<file path="src/rtl/csr_pkg.sv">
// Shared CSR addresses, operation encodings, bit positions and WARL masks
// for the machine-mode CSR file.
package csr_pkg;

    typedef enum logic [1:0] {
        CSR_OP_NONE = 2'b00,
        CSR_OP_RW   = 2'b01,
        CSR_OP_RS   = 2'b10,
        CSR_OP_RC   = 2'b11
    } csr_op_e;

    localparam logic [11:0] CSR_MSTATUS        = 12'h300;
    localparam logic [11:0] CSR_MISA           = 12'h301;
    localparam logic [11:0] CSR_MIE            = 12'h304;
    localparam logic [11:0] CSR_MTVEC          = 12'h305;
    localparam logic [11:0] CSR_MCOUNTINHIBIT  = 12'h320;
    localparam logic [11:0] CSR_MHPMEVENT3     = 12'h323;
    localparam logic [11:0] CSR_MHPMEVENT31    = 12'h33F;
    localparam logic [11:0] CSR_MSCRATCH       = 12'h340;
    localparam logic [11:0] CSR_MEPC           = 12'h341;
    localparam logic [11:0] CSR_MCAUSE         = 12'h342;
    localparam logic [11:0] CSR_MTVAL          = 12'h343;
    localparam logic [11:0] CSR_MIP            = 12'h344;
    localparam logic [11:0] CSR_MCYCLE         = 12'hB00;
    localparam logic [11:0] CSR_MINSTRET       = 12'hB02;
    localparam logic [11:0] CSR_MHPMCOUNTER3   = 12'hB03;
    localparam logic [11:0] CSR_MHPMCOUNTER31  = 12'hB1F;
    localparam logic [11:0] CSR_MCYCLEH        = 12'hB80;
    localparam logic [11:0] CSR_MINSTRETH      = 12'hB82;
    localparam logic [11:0] CSR_MHPMCOUNTER3H  = 12'hB83;
    localparam logic [11:0] CSR_MHPMCOUNTER31H = 12'hB9F;
    localparam logic [11:0] CSR_MVENDORID      = 12'hF11;
    localparam logic [11:0] CSR_MARCHID        = 12'hF12;
    localparam logic [11:0] CSR_MIMPID         = 12'hF13;
    localparam logic [11:0] CSR_MHARTID        = 12'hF14;

    localparam int unsigned MSTATUS_MIE_BIT  = 3;
    localparam int unsigned MSTATUS_MPIE_BIT = 7;
    localparam int unsigned MIP_MSIP_BIT     = 3;
    localparam int unsigned MIP_MTIP_BIT     = 7;
    localparam int unsigned MIP_MEIP_BIT     = 11;

    localparam logic [31:0] MSTATUS_MPP_FIXED = 32'h0000_1800;
    localparam logic [31:0] MIE_WMASK         = 32'h0000_0888;
    localparam logic [31:0] MEPC_WMASK        = 32'hFFFF_FFFC;
    localparam logic [31:0] MISA_VALUE        = 32'h4000_0100;

    function automatic logic [31:0] csr_apply_op(input csr_op_e op,
                                                 input logic [31:0] old_val,
                                                 input logic [31:0] wdata);
        case (op)
            CSR_OP_RW: return wdata;
            CSR_OP_RS: return old_val | wdata;
            CSR_OP_RC: return old_val & ~wdata;
            default:   return old_val;
        endcase
    endfunction

endpackage

</file>
<file path="src/rtl/csr_counter64.sv">
// 64-bit event counter with increment enable and independent lo/hi half writes.
// A half write takes priority and suppresses that cycle's increment.
module csr_counter64 (
    input  logic        i_clk,
    input  logic        i_rst,
    input  logic        i_inc,
    input  logic        i_we_lo,
    input  logic        i_we_hi,
    input  logic [31:0] i_wdata,
    output logic [63:0] o_value
);

    logic [63:0] cnt_q, cnt_d;

    always_comb begin
        cnt_d = cnt_q;
        if (i_we_lo) begin
            cnt_d[31:0] = i_wdata;
        end else if (i_we_hi) begin
            cnt_d[63:32] = i_wdata;
        end else if (i_inc) begin
            cnt_d = cnt_q + 64'd1;
        end
    end

    always_ff @(posedge i_clk) begin
        if (i_rst) begin
            cnt_q <= '0;
        end else begin
            cnt_q <= cnt_d;
        end
    end

    assign o_value = cnt_q;

endmodule

</file>
<file path="src/rtl/csr_file_m.sv">
// Machine-mode CSR file: CSRRW/RS/RC access with legality checks, 64-bit
// counters with inhibit, trap entry and mret handling.
module csr_file_m
    import csr_pkg::*;
#(
    parameter int unsigned      XLEN         = 32,
    parameter int unsigned      HPM_COUNTERS = 4,
    parameter logic [XLEN-1:0]  MHARTID      = '0,
    parameter logic [XLEN-1:0]  RESET_MTVEC  = '0
) (
    input  logic                    i_clk,
    input  logic                    i_rst,
    input  logic                    i_csr_valid,
    input  logic [1:0]              i_csr_op,
    input  logic [11:0]             i_csr_addr,
    input  logic [XLEN-1:0]         i_csr_wdata,
    input  logic                    i_csr_nowr,
    output logic [XLEN-1:0]         o_csr_rdata,
    output logic                    o_csr_illegal,
    input  logic                    i_instret,
    input  logic [HPM_COUNTERS-1:0] i_hpm_event,
    input  logic                    i_ext_irq,
    input  logic                    i_timer_irq,
    input  logic                    i_sw_irq,
    input  logic                    i_trap,
    input  logic [XLEN-1:0]         i_trap_cause,
    input  logic [XLEN-1:0]         i_trap_pc,
    input  logic [XLEN-1:0]         i_trap_tval,
    input  logic                    i_mret,
    output logic [XLEN-1:0]         o_mtvec,
    output logic [XLEN-1:0]         o_mepc,
    output logic                    o_irq_pending
);

    csr_op_e     csr_op;
    logic        csr_active, csr_impl, csr_would_write, csr_illegal, csr_we;
    logic [31:0] csr_rdata, csr_wval, mstatus_rd, mip_rd;

    logic        mstatus_mie_q, mstatus_mie_d, mstatus_mpie_q, mstatus_mpie_d;
    logic [31:0] mie_q, mie_d, mtvec_q, mtvec_d, mcountinhibit_q, mcountinhibit_d;
    logic [31:0] mscratch_q, mscratch_d, mepc_q, mepc_d;
    logic [31:0] mcause_q, mcause_d, mtval_q, mtval_d;
    logic        meip_q, mtip_q, msip_q;
    logic [31:0] mhpmevent_q [HPM_COUNTERS];
    logic [31:0] mhpmevent_d [HPM_COUNTERS];

    logic [63:0] mcycle_val, minstret_val;
    logic [63:0] hpm_val [HPM_COUNTERS];
    logic [HPM_COUNTERS-1:0] hpm_inc, hpm_we_lo, hpm_we_hi;

    always_comb begin
        mstatus_rd = MSTATUS_MPP_FIXED;
        mstatus_rd[MSTATUS_MIE_BIT]  = mstatus_mie_q;
        mstatus_rd[MSTATUS_MPIE_BIT] = mstatus_mpie_q;
        mip_rd = '0;
        mip_rd[MIP_MEIP_BIT] = meip_q;
        mip_rd[MIP_MTIP_BIT] = mtip_q;
        mip_rd[MIP_MSIP_BIT] = msip_q;
    end

    // Read mux; the HPM address windows are fully legal, unpopulated slots read zero.
    always_comb begin
        csr_rdata = '0;
        csr_impl  = 1'b1;
        case (i_csr_addr)
            CSR_MSTATUS:       csr_rdata = mstatus_rd;
            CSR_MISA:          csr_rdata = MISA_VALUE;
            CSR_MIE:           csr_rdata = mie_q;
            CSR_MTVEC:         csr_rdata = mtvec_q;
            CSR_MCOUNTINHIBIT: csr_rdata = mcountinhibit_q;
            CSR_MSCRATCH:      csr_rdata = mscratch_q;
            CSR_MEPC:          csr_rdata = mepc_q;
            CSR_MCAUSE:        csr_rdata = mcause_q;
            CSR_MTVAL:         csr_rdata = mtval_q;
            CSR_MIP:           csr_rdata = mip_rd;
            CSR_MCYCLE:        csr_rdata = mcycle_val[31:0];
            CSR_MCYCLEH:       csr_rdata = mcycle_val[63:32];
            CSR_MINSTRET:      csr_rdata = minstret_val[31:0];
            CSR_MINSTRETH:     csr_rdata = minstret_val[63:32];
            CSR_MVENDORID,
            CSR_MARCHID,
            CSR_MIMPID:        csr_rdata = '0;
            CSR_MHARTID:       csr_rdata = MHARTID;
            default: begin
                csr_impl = (i_csr_addr >= CSR_MHPMCOUNTER3  && i_csr_addr <= CSR_MHPMCOUNTER31)  ||
                           (i_csr_addr >= CSR_MHPMCOUNTER3H && i_csr_addr <= CSR_MHPMCOUNTER31H) ||
                           (i_csr_addr >= CSR_MHPMEVENT3    && i_csr_addr <= CSR_MHPMEVENT31);
                for (int unsigned k = 0; k < HPM_COUNTERS; k++) begin
                    if (i_csr_addr == CSR_MHPMCOUNTER3 + 12'(k))  csr_rdata = hpm_val[k][31:0];
                    if (i_csr_addr == CSR_MHPMCOUNTER3H + 12'(k)) csr_rdata = hpm_val[k][63:32];
                    if (i_csr_addr == CSR_MHPMEVENT3 + 12'(k))    csr_rdata = mhpmevent_q[k];
                end
            end
        endcase
    end

    always_comb begin
        csr_op          = csr_op_e'(i_csr_op);
        csr_active      = i_csr_valid && (csr_op != CSR_OP_NONE);
        csr_would_write = (csr_op == CSR_OP_RW) || !i_csr_nowr;
        csr_illegal     = csr_active &&
                          (!csr_impl || ((i_csr_addr[11:10] == 2'b11) && csr_would_write));
        csr_we          = csr_active && csr_would_write && !csr_illegal && !i_trap;
        csr_wval        = csr_apply_op(csr_op, csr_rdata, i_csr_wdata);
    end

    // Priority on mstatus: trap, then mret, then CSR write (csr_we already excludes trap).
    always_comb begin
        mstatus_mie_d   = mstatus_mie_q;
        mstatus_mpie_d  = mstatus_mpie_q;
        mie_d           = mie_q;
        mtvec_d         = mtvec_q;
        mcountinhibit_d = mcountinhibit_q;
        mscratch_d      = mscratch_q;
        mepc_d          = mepc_q;
        mcause_d        = mcause_q;
        mtval_d         = mtval_q;
        for (int unsigned k = 0; k < HPM_COUNTERS; k++) begin
            mhpmevent_d[k] = mhpmevent_q[k];
            if (csr_we && i_csr_addr == CSR_MHPMEVENT3 + 12'(k)) mhpmevent_d[k] = csr_wval;
        end

        if (i_trap) begin
            mstatus_mpie_d = mstatus_mie_q;
            mstatus_mie_d  = 1'b0;
            mepc_d         = i_trap_pc & MEPC_WMASK;
            mcause_d       = i_trap_cause;
            mtval_d        = i_trap_tval;
        end else if (i_mret) begin
            mstatus_mie_d  = mstatus_mpie_q;
            mstatus_mpie_d = 1'b1;
        end else if (csr_we && i_csr_addr == CSR_MSTATUS) begin
            mstatus_mie_d  = csr_wval[MSTATUS_MIE_BIT];
            mstatus_mpie_d = csr_wval[MSTATUS_MPIE_BIT];
        end

        if (csr_we) begin
            case (i_csr_addr)
                CSR_MIE:           mie_d = csr_wval & MIE_WMASK;
                CSR_MTVEC:         mtvec_d = {csr_wval[31:2],
                                              csr_wval[1] ? mtvec_q[1:0] : csr_wval[1:0]};
                CSR_MCOUNTINHIBIT: mcountinhibit_d = csr_wval;
                CSR_MSCRATCH:      mscratch_d = csr_wval;
                CSR_MEPC:          mepc_d = csr_wval & MEPC_WMASK;
                CSR_MCAUSE:        mcause_d = csr_wval;
                CSR_MTVAL:         mtval_d = csr_wval;
                default: ;
            endcase
        end
    end

    always_ff @(posedge i_clk) begin
        if (i_rst) begin
            mstatus_mie_q   <= 1'b0;
            mstatus_mpie_q  <= 1'b0;
            mie_q           <= '0;
            mtvec_q         <= RESET_MTVEC;
            mcountinhibit_q <= '0;
            mscratch_q      <= '0;
            mepc_q          <= '0;
            mcause_q        <= '0;
            mtval_q         <= '0;
            meip_q          <= 1'b0;
            mtip_q          <= 1'b0;
            msip_q          <= 1'b0;
            for (int unsigned k = 0; k < HPM_COUNTERS; k++) mhpmevent_q[k] <= '0;
        end else begin
            mstatus_mie_q   <= mstatus_mie_d;
            mstatus_mpie_q  <= mstatus_mpie_d;
            mie_q           <= mie_d;
            mtvec_q         <= mtvec_d;
            mcountinhibit_q <= mcountinhibit_d;
            mscratch_q      <= mscratch_d;
            mepc_q          <= mepc_d;
            mcause_q        <= mcause_d;
            mtval_q         <= mtval_d;
            meip_q          <= i_ext_irq;
            mtip_q          <= i_timer_irq;
            msip_q          <= i_sw_irq;
            for (int unsigned k = 0; k < HPM_COUNTERS; k++) mhpmevent_q[k] <= mhpmevent_d[k];
        end
    end

    always_comb begin
        for (int unsigned k = 0; k < HPM_COUNTERS; k++) begin
            hpm_inc[k]   = i_hpm_event[k] && !mcountinhibit_q[3+k];
            hpm_we_lo[k] = csr_we && (i_csr_addr == CSR_MHPMCOUNTER3 + 12'(k));
            hpm_we_hi[k] = csr_we && (i_csr_addr == CSR_MHPMCOUNTER3H + 12'(k));
        end
    end

    csr_counter64 u_mcycle (
        .i_clk   (i_clk),
        .i_rst   (i_rst),
        .i_inc   (!mcountinhibit_q[0]),
        .i_we_lo (csr_we && i_csr_addr == CSR_MCYCLE),
        .i_we_hi (csr_we && i_csr_addr == CSR_MCYCLEH),
        .i_wdata (csr_wval),
        .o_value (mcycle_val)
    );

    csr_counter64 u_minstret (
        .i_clk   (i_clk),
        .i_rst   (i_rst),
        .i_inc   (i_instret && !mcountinhibit_q[2]),
        .i_we_lo (csr_we && i_csr_addr == CSR_MINSTRET),
        .i_we_hi (csr_we && i_csr_addr == CSR_MINSTRETH),
        .i_wdata (csr_wval),
        .o_value (minstret_val)
    );

    for (genvar g = 0; g < HPM_COUNTERS; g++) begin : g_hpm
        csr_counter64 u_hpm (
            .i_clk   (i_clk),
            .i_rst   (i_rst),
            .i_inc   (hpm_inc[g]),
            .i_we_lo (hpm_we_lo[g]),
            .i_we_hi (hpm_we_hi[g]),
            .i_wdata (csr_wval),
            .o_value (hpm_val[g])
        );
    end

    assign o_csr_rdata   = csr_rdata;
    assign o_csr_illegal = csr_illegal;
    assign o_mtvec       = mtvec_q;
    assign o_mepc        = mepc_q;
    assign o_irq_pending = mstatus_mie_q && |(mie_q & mip_rd);

endmodule

</file>
<file path="config.mk">
export PLATFORM = sky130hd
export DESIGN_NAME = csr_file_m
export DESIGN_NICKNAME = d
export VERILOG_FILES = /design/src/rtl/csr_pkg.sv /design/src/rtl/csr_counter64.sv /design/src/rtl/csr_file_m.sv
export SDC_FILE = /design/constraint.sdc
export NUM_CORES = 2
export LEC_CHECK = 0
export ABC_AREA = 0
export CORE_ASPECT_RATIO = 0.8
export CORE_MARGIN = 2
export CORE_UTILIZATION = 35
export CTS_CLUSTER_DIAMETER = 60
export CTS_CLUSTER_SIZE = 25
export DETAILED_ROUTE_END_ITERATION = 6
export GPL_ROUTABILITY_DRIVEN = 1
export HOLD_SLACK_MARGIN = 0.02
export PLACE_DENSITY_LB_ADDON = 0.08
export RECOVER_POWER = 25
export SLEW_MARGIN = 20
export SYNTH_ARGS = -nofsm -noshare
export SYNTH_HDL_FRONTEND = slang
export SYNTH_SLANG_ARGS = --single-unit
</file>
<file path="constraint.sdc">
create_clock -name i_clk -period 4.1 [get_ports i_clk]
set_input_delay 0.41 -clock i_clk [delete_from_list [all_inputs] [get_ports i_clk]]
set_output_delay 0.41 -clock i_clk [all_outputs]
set_load 0.005 [all_outputs]
</file>
==> run summary <==
The relative area change from synthesis to final layout is 37.59%. After clock tree synthesis, the clock-pin slew on the worst setup and hold paths is roughly 0.080 ns. After routing the design area is 59620 µm². Counting flops with a built-in enable in the synthesized netlist gives 0.

The post-detailed-route DRC marker count is 0. The final number of setup-violating endpoints came out at 25. The flow ran to the end, but the final reports show violations. The count of buffers added on input and output ports is 250. The weighted congestion reported at the end of routability-driven placement came out at around 1.1. The global router's overall resource usage is 0.4607.

The total routed wirelength is a little over 300000 µm. For the worst setup path, the data arrival time is just under 5 ns. The most used flip-flop cell after synthesis is sky130_fd_sc_hd__dfxtp_1.

The initial antenna violation count came out at 22. The via count of the routed design came out at 54.06k. Measured against its own limit, the worst slew margin works out to -0.8674.

The setup slack after placement came out at -0.6387 ns. The actual transition at the worst max-transition pin is around 2.8 ns. The setup clock skew after layout came out at 0.03642 ns. The utilization after layout is 0.4852. The die span in x came out at approximately 400 µm. The antenna violation net count after detailed routing came out at 0.

The initial utilization of the core area, before any placement, comes to 0.3527. The number of buffers inserted by hold repair at cts is 0. The number of buffers and inverters on the critical path is 9. The critical path is of the in2reg type. The delay of the slowest cell on the worst path came out at 1.01 ns. The min-delay analysis places its worst path in the category in2reg. The synthesized area divided by synthesized cell count is around 8 µm². The ratio of routed vias to standard cells came out at 6.581. The worst voltage drop across the vdd grid is 0.0002981 V. The library cell contributing the largest single delay on the critical path is sky130_fd_sc_hd__clkbuf_1. The half-perimeter wire length of the detailed placement result is 234600 µm.

The largest fanout on the critical path came out at 14. The number of failing hold endpoints at the final stage was 0. Max-cap violations in this run came to 1.

The synthesis warning total came out at 0. The maximum clock rate is approximately 230 MHz. The number of buffers between clock root and the deepest sink is 3. The leakage dissipation came out at approximately 22 nW.

The final setup TNS is -1.346 ns. The netlist uses between 100 and 150 different library cells. Leaving out fill and tap cells, the most frequent cell in the layout is sky130_fd_sc_hd__buf_4. After synthesis the cells add up to 43340 µm². The number of nets produced by synthesis is 5740. The number of design-rule violations left by the first detailed-router iteration is slightly below 9k.

The height of the chip is ~320 µm. The via count of the first global-routing pass came to between 40k and 50k. The first detailed-routing pass took 7 iterations. approximately 250 I/O pins were placed.

The largest net degree at the start of global routing came out at between 100 and 150. Counting every sink on the clock net gives about 710. For this design the ratio of total power to cell area is about 300 nW/µm². The total design power came out at roughly 17 mW.

The library cells used most frequently in the layout, excluding fill and tap cells, are 870 x sky130_fd_sc_hd__buf_4, 711 x sky130_fd_sc_hd__dfxtp_1, 545 x sky130_fd_sc_hd__nor2_1. The later pin in the worst-skew pair is clocked with a latency of ~0.73 ns. STA classifies the critical path endpoint as a flip-flop.

The cell row count came out at about 120. The aggregate global routing overflow is 0. The H-tree level count came out at 3. The checks that failed: capacitance limit, slew limit, setup timing. Of the cells placed in the final design, the portion with a size suffix greater than 1 is 0.2319. The area of the core region is between 100000 and 150000 µm². The CTS tree is done. After detailed placement, the total cell area comes to 55400 µm².

In the synthesized netlist, the number of instances is 5578. The routed wire length per instance came out at 36.88 µm. The clock tree root driver cell is sky130_fd_sc_hd__clkbuf_16. The number of nets in the finished design is 6664. The area enclosed by the die boundary came out at ~130000 µm².

The wire length of the first global-routing pass came out at 408400 µm. The max-slew violation count came out at 85. The number of register bits inferred by synthesis came out at ~710.

Traced cell by cell, the critical path runs through clkdlybuf4s50_1, buf_6, buf_12, nor4b_4, buf_12, buf_4, buf_4, o21ai_0, o21ai_0, clkbuf_1, o2111ai_1, a21oi_1, buf_4, o21a_1, clkbuf_1, o21ai_0, a21oi_1. The portion of the clock cycle consumed by the worst path in the final layout came out at 1.039. The cell family contributing the most delay on the critical path is buffers and inverters. The smallest setup slack after layout came out at -0.1600 ns. The post-layout minimum cycle time came out at 4.260 ns. The number of buffers created by CTS came out at between 80 and 90.

The sequential cell area fraction in the yosys report is 0.3284. Setup repair after global routing could not meet its margin everywhere. The worst setup path is launched from an input port. The required time at the worst-slack endpoint is ~4.7 ns. The fraction of synthesis flops using an asynchronous set or reset pin came out at 0.
per-layer routing:
layer  global-route usage  up-vias  wire, µm
li1                     -    22840         -
met1               0.6651    26560    129700
met2               0.5835     3955    110800
met3               0.1852      693     45510
met4               0.2061       12     16760
met5                    0        -        98
synthesized netlist by cell type (48+ instances only):
cell type | count | area (µm²)
sky130_fd_sc_hd__xor2_1 | 79 | 691.9
sky130_fd_sc_hd__mux2i_1 | 68 | 680.7
sky130_fd_sc_hd__a31oi_1 | 91 | 569.3
sky130_fd_sc_hd__nand2_1 | 551 | 2068
sky130_fd_sc_hd__nor3_1 | 131 | 655.6
sky130_fd_sc_hd__inv_1 | 71 | 266.5
sky130_fd_sc_hd__nor2b_1 | 79 | 494.2
sky130_fd_sc_hd__nor2_1 | 558 | 2095
sky130_fd_sc_hd__o22ai_1 | 81 | 506.7
sky130_fd_sc_hd__o21ai_0 | 314 | 1572
sky130_fd_sc_hd__buf_2 | 163 | 815.8
sky130_fd_sc_hd__dfxtp_1 | 711 | 14230
sky130_fd_sc_hd__and3_1 | 89 | 556.8
sky130_fd_sc_hd__a22oi_1 | 117 | 878.3
sky130_fd_sc_hd__a21oi_1 | 284 | 1421
sky130_fd_sc_hd__nand3_1 | 241 | 1206
sky130_fd_sc_hd__clkbuf_1 | 252 | 945.9
sky130_fd_sc_hd__nand4_1 | 142 | 888.4
sky130_fd_sc_hd__nor4_1 | 80 | 500.5
sky130_fd_sc_hd__nand2b_1 | 48 | 300.3
sky130_fd_sc_hd__xnor2_1 | 152 | 1331
sky130_fd_sc_hd__a211oi_1 | 395 | 2965
sky130_fd_sc_hd__a22o_1 | 101 | 884.6
stage by stage:
step / hold slack [ns] / instances
final: 0.2169 / 8214
after detailed placement: 0.4422 / 7994
after global routing: 0.2267 / 8208
after CTS: 0.1888 / 8190
after floorplan: 0.4168 / 5578
after global placement: 0.4344 / 7994
worst reg2reg max path, stage by stage, from the launching register on:
cell and delay (ns):
sky130_fd_sc_hd__dfxtp_1 0.48, sky130_fd_sc_hd__a22oi_1 0.20, sky130_fd_sc_hd__a2bb2oi_1 0.17, sky130_fd_sc_hd__o21ai_0 0.11, sky130_fd_sc_hd__clkbuf_1 0.33, sky130_fd_sc_hd__o2111ai_1 0.22, sky130_fd_sc_hd__a21oi_1 0.17, sky130_fd_sc_hd__buf_4 0.17
sky130_fd_sc_hd__o21a_1 0.19, sky130_fd_sc_hd__clkbuf_1 1.01, sky130_fd_sc_hd__o21ai_0 0.25, sky130_fd_sc_hd__a21oi_1 0.16
final cells by class:
cell class | count | area [µm²]
fill | 12360 | 63260
multi-input combinational | 4311 | 27740
sequential | 711 | 14230
timing repair buffer | 1325 | 12460
clock buffer | 91 | 2157
tap | 1638 | 2049
clock inverter | 57 | 698.2
inverter | 72 | 270.3
antenna | 9 | 22.52
sequential cells by signal, indices dropped and copies added (netlist names), 3 cells and up:
signal / cells
g_hpm.u_hpm.o_value: 256
mcause_q: 32
mcountinhibit_q: 32
mhpmevent_q: 128
mie_q: 3
mscratch_q: 32
mtval_q: 32
o_mepc: 32
o_mtvec: 31
u_mcycle.o_value: 64
u_minstret.o_value: 64
logic make-up (layout without fill, tap and decap cells):
| kind of cell | Yosys count | after routing | share of synthesized area |
|---|---|---|---|
| and+or+nand+nor | 2196 | 2196 | 0.2576 |
| AOI/OAI and AO/OA | 1803 | 1803 | 0.2900 |
| DFF | 711 | 711 | 0.3284 |
| buffers and inverters | 556 | 1545 | 0.05815 |
| xor gates and xnor gates | 231 | 231 | 0.04669 |
| muxes | 74 | 74 | 0.01727 |
| adders and majority gates | 6 | 6 | 0.001732 |
| other | 1 | 10 | 0.00008653 |
report_power, final:
part           switching, mW  internal (mW)
clock network           3.84           4.35
logic                   1.40          0.757
registers              0.129           6.97
worst paths after layout:
check | start | end | slack, ns | cells after the start
max | i_csr_addr[3] | g_hpm[3].u_hpm.o_value[44] | -0.16 | 17
min | i_timer_irq | mtip_q | 0.22 | 2
max reg2reg | g_hpm[0].u_hpm.o_value[44] | g_hpm[3].u_hpm.o_value[44] | 0.54 | 11
min reg2reg | mhpmevent_q[2][15] | mhpmevent_q[2][15] | 0.45 | 2
what timing repair did:
item / CTS / global route
setup endpoints to repair: 31 / 23
gates cloned: 1 / 1
gates resized for setup: 195 / 75
setup buffers: 51 / 14
pin swaps: 51 / 44
Note: power is estimated with default switching activity, not from simulation.
